===== config.mk =====
export PLATFORM = sky130hd
export DESIGN_NAME = cartridge_bus_responder
export DESIGN_NICKNAME = d
export VERILOG_FILES = /design/src/rtl/cartridge_bus_responder.sv
export SDC_FILE = /design/constraint.sdc
export NUM_CORES = 1
export LEC_CHECK = 0
export ABC_CLOCK_PERIOD_IN_PS = 2900
export CAP_MARGIN = 20
export CORE_ASPECT_RATIO = 1.5
export CORE_MARGIN = 1.5
export CORE_UTILIZATION = 49
export CTS_BUF_LIST = sky130_fd_sc_hd__clkbuf_16
export CTS_CLUSTER_SIZE = 10
export DETAILED_ROUTE_END_ITERATION = 10
export GPL_TIMING_DRIVEN = 0
export PLACE_DENSITY_LB_ADDON = 0.08
export SETUP_SLACK_MARGIN = 0.15
export SKIP_CTS_REPAIR_TIMING = 1
export SLEW_MARGIN = 20
export SYNTH_ARGS = -nofsm -noshare
export SYNTH_HDL_FRONTEND = slang
export SYNTH_SLANG_ARGS = --single-unit

===== constraint.sdc =====
create_clock -name clock -period 2.9 [get_ports clock]
set_input_delay 0.58 -clock clock [delete_from_list [all_inputs] [get_ports clock]]
set_output_delay 0.58 -clock clock [all_outputs]
set_load 0.1 [all_outputs]

===== src/rtl/cartridge_bus_responder.sv =====
// Cartridge-side Game Boy bus responder: syncs the async bus, decodes ROM/RAM hits,
// issues valid/ready memory requests and drives read data through cart_d_oe.
// Ports: clock/reset, cart_* bus (in), cart_d_out/oe (out), mem_req_* / mem_resp_* (backing store),
//        busy (FSM not idle), late_read (read response discarded pulse).
module cartridge_bus_responder #(
  parameter int SYNC_STAGES   = 2,
  parameter int SETTLE_CYCLES = 2,
  parameter int ENABLE_RAM    = 1
) (
  input  logic        clock,
  input  logic        reset,
  input  logic [15:0] cart_a_in,
  input  logic [7:0]  cart_d_in,
  input  logic        cart_nrd_in,
  input  logic        cart_nwr_in,
  input  logic        cart_ncs_in,
  output logic [7:0]  cart_d_out,
  output logic        cart_d_oe,
  output logic        mem_req_valid,
  input  logic        mem_req_ready,
  output logic        mem_req_write,
  output logic [15:0] mem_req_addr,
  output logic [7:0]  mem_req_wdata,
  input  logic        mem_resp_valid,
  input  logic [7:0]  mem_resp_rdata,
  output logic        busy,
  output logic        late_read
);

  typedef enum logic [2:0] {
    IDLE, SETTLE, RD_REQ, RD_WAIT, DRIVE, WR_LOW, WR_REQ
  } state_t;

  localparam int W  = 27;
  localparam int CW = (SETTLE_CYCLES > 1) ? $clog2(SETTLE_CYCLES) : 1;
  // strobes and nCS idle high, address/data idle low
  localparam logic [W-1:0] SYNC_RST = {3'b111, 24'h0};
  localparam logic [CW-1:0] CNT_LAST = CW'(SETTLE_CYCLES - 1);

  // all bus inputs share one synchroniser chain: {ncs, nwr, nrd, d, a}
  logic [W-1:0] sync_q [SYNC_STAGES];
  logic [W-1:0] bus_s;
  logic [15:0]  a_s;
  logic [7:0]   d_s;
  logic         nrd_s;
  logic         nwr_s;
  logic         ncs_s;
  logic         nwr_q;

  state_t        state, state_n;
  logic [CW-1:0] cnt, cnt_n;
  logic [15:0]   cap_a, cap_a_n;
  logic [7:0]    cap_d, cap_d_n;
  logic [7:0]    d_out, d_out_n;

  logic hit;
  logic same_a;
  logic rd_hold;

  always_ff @(posedge clock) begin
    if (reset) begin
      for (int i = 0; i < SYNC_STAGES; i++) sync_q[i] <= SYNC_RST;
      nwr_q <= 1'b1;
    end else begin
      sync_q[0] <= {cart_ncs_in, cart_nwr_in, cart_nrd_in,
                    cart_d_in, cart_a_in};
      for (int i = 1; i < SYNC_STAGES; i++) sync_q[i] <= sync_q[i-1];
      nwr_q <= nwr_s;
    end
  end

  assign bus_s = sync_q[SYNC_STAGES-1];
  assign a_s   = bus_s[15:0];
  assign d_s   = bus_s[23:16];
  assign nrd_s = bus_s[24];
  assign nwr_s = bus_s[25];
  assign ncs_s = bus_s[26];

  assign hit = ~a_s[15]
             | ((ENABLE_RAM != 0) & ~ncs_s & (a_s[15:13] == 3'b101));
  assign same_a  = (a_s == cap_a);
  // a read stays legitimate only while the same address is still being read
  assign rd_hold = ~nrd_s & nwr_s & same_a;

  always_ff @(posedge clock) begin
    if (reset) begin
      state <= IDLE;
      cnt   <= '0;
      cap_a <= '0;
      cap_d <= '0;
      d_out <= '0;
    end else begin
      state <= state_n;
      cnt   <= cnt_n;
      cap_a <= cap_a_n;
      cap_d <= cap_d_n;
      d_out <= d_out_n;
    end
  end

  always_comb begin
    state_n       = state;
    cnt_n         = cnt;
    cap_a_n       = cap_a;
    cap_d_n       = cap_d;
    d_out_n       = d_out;
    mem_req_valid = 1'b0;
    mem_req_write = 1'b0;
    cart_d_oe     = 1'b0;
    late_read     = 1'b0;
    unique case (state)
      IDLE: begin
        // write wins when a write edge and a read appear together
        if (nwr_q & ~nwr_s & hit) begin
          state_n = WR_LOW;
          cap_a_n = a_s;
          cap_d_n = d_s;
        end else if (~nrd_s & nwr_s & hit) begin
          state_n = SETTLE;
          cnt_n   = '0;
          cap_a_n = a_s;
        end
      end
      SETTLE: begin
        if (nrd_s | ~nwr_s) begin
          state_n = IDLE;
        end else if (!same_a) begin
          if (hit) begin
            cap_a_n = a_s;
            cnt_n   = '0;
          end else begin
            state_n = IDLE;
          end
        end else if (cnt == CNT_LAST) begin
          state_n = RD_REQ;
        end else begin
          cnt_n = cnt + CW'(1);
        end
      end
      RD_REQ: begin
        mem_req_valid = 1'b1;
        if (mem_req_ready) state_n = RD_WAIT;
      end
      RD_WAIT: begin
        if (mem_resp_valid) begin
          d_out_n = mem_resp_rdata;
          if (rd_hold) begin
            state_n = DRIVE;
          end else begin
            late_read = 1'b1;
            state_n   = IDLE;
          end
        end
      end
      DRIVE: begin
        if (rd_hold) cart_d_oe = 1'b1;
        else state_n = IDLE;
      end
      WR_LOW: begin
        // keep the last values seen while nWR was still low
        if (~nwr_s) begin
          cap_a_n = a_s;
          cap_d_n = d_s;
        end else begin
          state_n = WR_REQ;
        end
      end
      WR_REQ: begin
        mem_req_valid = 1'b1;
        mem_req_write = 1'b1;
        if (mem_req_ready) state_n = IDLE;
      end
      default: state_n = IDLE;
    endcase
  end

  assign cart_d_out    = d_out;
  assign mem_req_addr  = cap_a;
  assign mem_req_wdata = cap_d;
  assign busy          = (state != IDLE);

endmodule


* After elaboration in Yosys (flattened, before gate mapping)
Memories as Yosys holds them, arrays and structs flattened.
Index checks and enable logic that the tools add are counted.
** Operators by class
- Bitwise logic cells :: 14
- Eq/ne operators :: 24
- Reduce and logical (&&, ||, !) cells :: 11
- Add/subtract/negate cells :: 1
- Muxes and demuxes :: 42
** Operator list (count)
- 2-to-1 mux 16 bit :: 6
- 2-to-1 mux 27 bit :: 2
- one-hot mux 16 bit (3 select lines) :: 1
- 2-to-1 mux 3 bit :: 12
- != test 2 bit, second input constant :: 12
- one-hot mux 3 bit (7 select lines) :: 1
- == test 16 bit :: 1
- 2-to-1 mux 1 bit :: 16
- 2-to-1 mux 8 bit :: 2
- one-hot mux 8 bit (2 select lines) :: 1
- == test 3 bit, second input constant :: 4
- != test 4 bit, second input constant :: 2
- AND reduction 8 bit :: 1
- AND 1 bit :: 6
- == test 3 x 2 -> 1 bit, second input constant :: 2
- != test 3 bit, second input constant :: 2
- AND reduction 6 bit :: 1
- nonzero test 3 bit :: 2
- AND reduction 5 bit :: 1
- NOT 1 bit :: 4
- bitwise OR 1 bit :: 4
- nonzero test 2 bit :: 2
- == test 3 x 1 -> 1 bit, second input constant :: 1
- zero test 3 bit :: 1
- 5 further kinds :: 5
** Word-level totals
- Word-level logic and storage cells :: 99
- Bits of input ports :: 39
- Output and inout port bits :: 37
- Flip-flop bits (word level) :: 37
- RAM bits :: 54
- Memories :: 1
** Memory list
- sync_q :: depth 2, width 27, read ports 2, clocked after memory_dff 0, wr ports 2, line 41 : logic [W-1:0] sync_q [SYNC_STAGES];

* Logic depth before layout (Yosys ltp)
- Depth after elaboration :: 7
- Mapped depth :: 7

* Worst setup path after synthesis
OpenSTA, ideal clock, no wires.
- Kind :: register to output
- Start point :: register cap_a[9], in the netlist mem_req_addr[9]
- End point :: output cart_d_oe
- Arrival :: 4503 ps
- Data required time :: 2320 ps
- Stages on the path, launching flop included :: 5
- Setup slack :: -2183 ps
- Path buffers :: 0
- Cell sequence :: dfxtp_1 -> xor2_1 -> nor4_1 -> nand4_1 -> nor4_1
** On the way
- Longest elaborated chain between the ends :: 4
** Ends and longest elaborated chain
- start: declaration :: line 52 : logic [15:0] cap_a, cap_a_n;
- start signal: assignment :: line 95 : cap_a <= cap_a_n;
- == test 16 bit :: line 81 : assign same_a = (a_s == cap_a);
- AND 1 bit :: line 83 : assign rd_hold = ~nrd_s & nwr_s & same_a;
- 2-to-1 mux 1 bit :: line 156 : if (rd_hold) cart_d_oe = 1'b1;
- 2-to-1 mux 1 bit :: line 111 : unique case (state)
- end: declaration :: line 18 : output logic cart_d_oe,
Every way passes these cells.

* Worst setup path in the final report
- Start point :: register cap_a[11], in the netlist mem_req_addr[11]
- End point :: output late_read
** On the way
- Longest elaborated chain between the ends :: 5
** Ends and longest elaborated chain
- == test 16 bit :: line 81
- AND 1 bit :: line 83
- 2-to-1 mux 1 bit :: line 147 : if (rd_hold) begin
- 2-to-1 mux 1 bit :: line 145 : if (mem_resp_valid) begin
- 2-to-1 mux 1 bit :: line 111
- end: declaration :: line 27 : output logic late_read
Every way passes these cells.

==> impl_metrics.csv <==
group,metric,value,unit
logic_synthesis,synthesis.area,3250,um^2
setup_path,crit_path_cell_trace,"xor2_1 > nor4_1 > nand4_1 > nor2_4 > nor2_2 > buf_2",
pwr,netSwitchingPower,1110,uW
die,rows,36,
routing,highest_layer,"met4",
die,top_level_ports,76,
timing,timing.slew.headroom,32.8,%
timing,fmax,351,MHz
timing,clock_skew,7.00,ps
placed_design,buffer_ports.inserted,75,
timing,timing.final.crit_share,98.1,%
setup_path,reg2regPathDepth,6,
setup_path,critical_path.startpoint_type,"flop",
clock_tree,cts_root_buffer,"sky130_fd_sc_hd__clkbuf_16",
pwr,total_power,3490,uW
clock_tree,clk_latency,330,ps
routing,routed_wl,6.35,mm
layout,finish.instance_area,4490,um^2
logic_synthesis,syn_area_per_cell,9.88,um^2
routing,post_route_met1_wirelength,2.65,mm
layout,finish.net_count,454,
worst_hold_path,holdCritStartpoint,"sync_q[0][24]$_SDFF_PP1_",
setup_path,critical-path-slowest-cell,"sky130_fd_sc_hd__nor4_1",
global_route,grtUsageTotal,18.2,%
logic_synthesis,ys_types,37,
logic_synthesis,synthesis.yosys.warnings,0,
timing,period_needed,2850,ps
timing,slew_viol_final,0,
clock_tree,clock_slew_seen_by_the_registers_of_the_worst_setup_and_hold_paths,60,ps
die,die_height,103,um
logic_synthesis,synth_sequential_area_ratio,56.0,%
timing,setup-tns-final,0,ps
worst_hold_path,holdCritPathClass,"flop to flop",
setup_path,worst_setup_path_end_kind,"primary output",
layout,syn_to_final_growth,38.0,%
routing,via_total_after_detailed_routing,2460,
die,die_w,69.5,um
placed_design,detailedPlacementHpwl,4.61,mm
routing,detail_route.first_pass.iterations,4,
logic_synthesis,postSynthRegisterBits,91,
timing,rsz0062_at_grt,"yes",
setup_path,r2r_end,"state[1]$_SDFFE_PP0P_",
setup_path,cp_data_required_time,2320,ps
layout,area_of_combinational_cells_with_multiple_inputs,1370,um^2
routing,antenna_violating_nets_post_route,0,
layout,final-seq-area,1880,um^2
global_route,grt_overflow_total,0,
timing,final.hold.worst_slack,407,ps
placed_design,place_congestion,0.786,
layout,antenna-diode-count,0,
pwr,p_comb_share,27.2,%
routing,vias_per_instance,4.96,
routing,met3_wirelength,284,um
pwr,power.sequential.fraction,39.6,%
global_route,first_global_vias,2245,
setup_path,crit_path_max_incr_delay,440,ps
clock_tree,cts_tree,"done",
logic_synthesis,syn-instance-count,329,
pwr,power-per-cell-area,779,nW/um^2
setup_path,path_max_fanout,4,
worst_hold_path,hold-path-cell-count,1,
die,fp.dieArea,7140,um^2
setup_path,critical_path.reg2reg.startpoint,"mem_req_addr[11]$_SDFFE_PP0P_",
layout,finalNonFillerCells,496,
clock_tree,clock-sinks,91,
clock_tree,cts-root-to-sink-buffers,2,
placed_design,placed_cell_area,4180,um^2
flow_run,drv.max_cap_violation_count,0,
routing,route.detailed.drc,0,
clock_tree,cts.htree.levels,3,
global_route,largest_net_degree_at_the_start_of_global_routing,15,
layout,final_layout_size_suffix_gt1_share,11.7,%
timing,finalHoldViolations,0,
layout,fillerInstances,537,
worst_hold_path,hold_end,"sync_q[0][51]$_SDFF_PP1_",
die,core_region_area,6440,um^2
outcome,outcome,"finished clean",
setup_path,crit_type,"flop to primary output",
pwr,internal_power,2380,uW
timing,finalSetupViolations,0,
global_route,antenna_found_initial,0,
clock_tree,tritoncts.num_buffers,9,
pwr,switching_share,31.9,%
routing,drt-initial-drc-count,72,
placed_design,placed_cells_incl_taps,480,
setup_path,reg2reg_slack,510,ps
setup_path,worstPathArrival,2270,ps
die,initial_core_util,50.5,%
logic_synthesis,mapped_nets,368,
routing,met2_wirelength,3.23,mm
timing,max_slew.worst_pin.slew,1010,ps
pwr,clk_pwr_share,33.2,%
pwr,ir_worst_vdd,0.450,mV
routing,detail_route.wl_per_cell,12.8,um
global_route,grt_first_pass_wirelength,10.0,mm
pwr,leakage,0.00186,uW
-- power by group through the flow --
stage	logic (uW)	registers (uW)	clock network (uW)
final	952	1380	1160
after floorplan	537	1600	0
after global placement	939	1410	0
after detailed placement	951	1410	0
after global routing	1000	1390	1230
after CTS	953	1380	1180
-- flip-flops by register name, summed over array words and instances, names as in the netlist --
signal / flops
nwr_q: 1
sync_q: 54
mem_req_addr: 16
cnt: 1
cart_d_out: 8
state: 3
mem_req_wdata: 8
-- area by class of cell --
type                            count  share of cell area, %
Sequential cell                    91                   41.9
Multi-Input combinational cell    219                   30.6
Timing Repair Buffer               75                   16.7
Clock buffer                       10                   5.58
Tap cell                           76                   2.12
Buffer                             15                   1.51
Clock inverter                      6                   1.20
Inverter                            4                  0.335
-- cell usage in the layout (no fill, tap or decap), drive strengths merged, types with 2 or more instances in the layout --
cell and instances:
a21oi 15, a31oi 3, and2 2, buf 6, clkbuf 21, clkdlybuf4s50 70, clkinv 3, dfxtp 91
dlymetal6s2s 3, inv 6, mux2i 25, nand2 53, nand2b 2, nand3 2, nor2 21, nor2b 49
nor4 6, o21ai 3, or2 7, or3 2, xor2 16
-- how the worst max path moves through the flow --
stage	slack (ps)	cells after the start	startpoint	to
2_1_floorplan	150	4	mem_req_addr[3]$_SDFFE_PP0P_	cart_d_oe
3_3_place_gp	-470	4	mem_resp_valid	late_read
3_5_place_dp	-450	4	mem_resp_valid	late_read
4_1_cts	-710	6	mem_req_addr[11]$_SDFFE_PP0P_	late_read
5_1_grt	30	6	mem_req_addr[5]$_SDFFE_PP0P_	late_read
6_report	50	6	mem_req_addr[11]$_SDFFE_PP0P_	late_read
-- metal layers --
metal / vias to the layer above / track usage [%]
met5: - / 0
met4: 0 / 10.9
met3: 16 / 4.01
met2: 64 / 31.9
met1: 1132 / 20.4
li1: 1248 / -
-- worst max-delay path, delay by kind of cell (launching register included) --
family	cells	cell delay, ps
AND/OR/NAND/NOR	4	1130
buffers and inverters	1	300
flip-flops	1	350
XOR/XNOR	1	150
-- cell families after synthesis --
kind of cell           Yosys count  synth area share, %
AO/OA/AOI/OAI                   27                 5.19
XOR/XNOR                        16                 4.31
buffers and inverters           19                 2.54
flip-flops                      91                 56.0
multiplexers                    26                 8.04
AND/OR/NAND/NOR                150                 23.9
-- cells in the mapped netlist --
library cell / n / area share, %
sky130_fd_sc_hd__a21o_1: 1 / 0.23
sky130_fd_sc_hd__a21oi_1: 14 / 2.2
sky130_fd_sc_hd__a21oi_2: 1 / 0.27
sky130_fd_sc_hd__a311oi_1: 1 / 0.27
sky130_fd_sc_hd__a31oi_1: 3 / 0.58
sky130_fd_sc_hd__a32o_1: 1 / 0.31
sky130_fd_sc_hd__and2_1: 2 / 0.38
sky130_fd_sc_hd__and3_1: 1 / 0.19
sky130_fd_sc_hd__and4_1: 1 / 0.27
sky130_fd_sc_hd__buf_2: 3 / 0.46
sky130_fd_sc_hd__buf_6: 1 / 0.35
sky130_fd_sc_hd__clkbuf_1: 11 / 1.3
sky130_fd_sc_hd__clkinv_1: 1 / 0.12
sky130_fd_sc_hd__dfxtp_1: 91 / 56
sky130_fd_sc_hd__inv_1: 3 / 0.35
sky130_fd_sc_hd__mux2_2: 1 / 0.35
sky130_fd_sc_hd__mux2i_1: 25 / 7.7
sky130_fd_sc_hd__nand2_1: 52 / 6.0
sky130_fd_sc_hd__nand2_2: 1 / 0.19
sky130_fd_sc_hd__nand2b_1: 2 / 0.38
sky130_fd_sc_hd__nand3_1: 2 / 0.31
sky130_fd_sc_hd__nand4_1: 1 / 0.19
sky130_fd_sc_hd__nand4b_1: 1 / 0.27
sky130_fd_sc_hd__nor2_1: 21 / 2.4
sky130_fd_sc_hd__nor2b_1: 49 / 9.4
sky130_fd_sc_hd__nor3b_1: 1 / 0.23
sky130_fd_sc_hd__nor4_1: 5 / 0.96
sky130_fd_sc_hd__nor4_4: 1 / 0.65
sky130_fd_sc_hd__o2111a_1: 1 / 0.35
sky130_fd_sc_hd__o21ai_0: 2 / 0.31
sky130_fd_sc_hd__o21ai_2: 1 / 0.27
sky130_fd_sc_hd__o22ai_1: 1 / 0.19
sky130_fd_sc_hd__o2bb2ai_1: 1 / 0.27
sky130_fd_sc_hd__or2_2: 7 / 1.3
sky130_fd_sc_hd__or3_1: 2 / 0.38
sky130_fd_sc_hd__or3b_1: 1 / 0.27
sky130_fd_sc_hd__xor2_1: 16 / 4.3
-- per-stage QoR --
stage               utilization, %  setup slack [ps]
floorplan                        -               147
global placement              64.8              -470
detailed placement            64.8              -454
CTS                           69.5              -708
global route                  69.7              28.5
finish                        69.7              54.1
(Power assumes the default switching activity.)
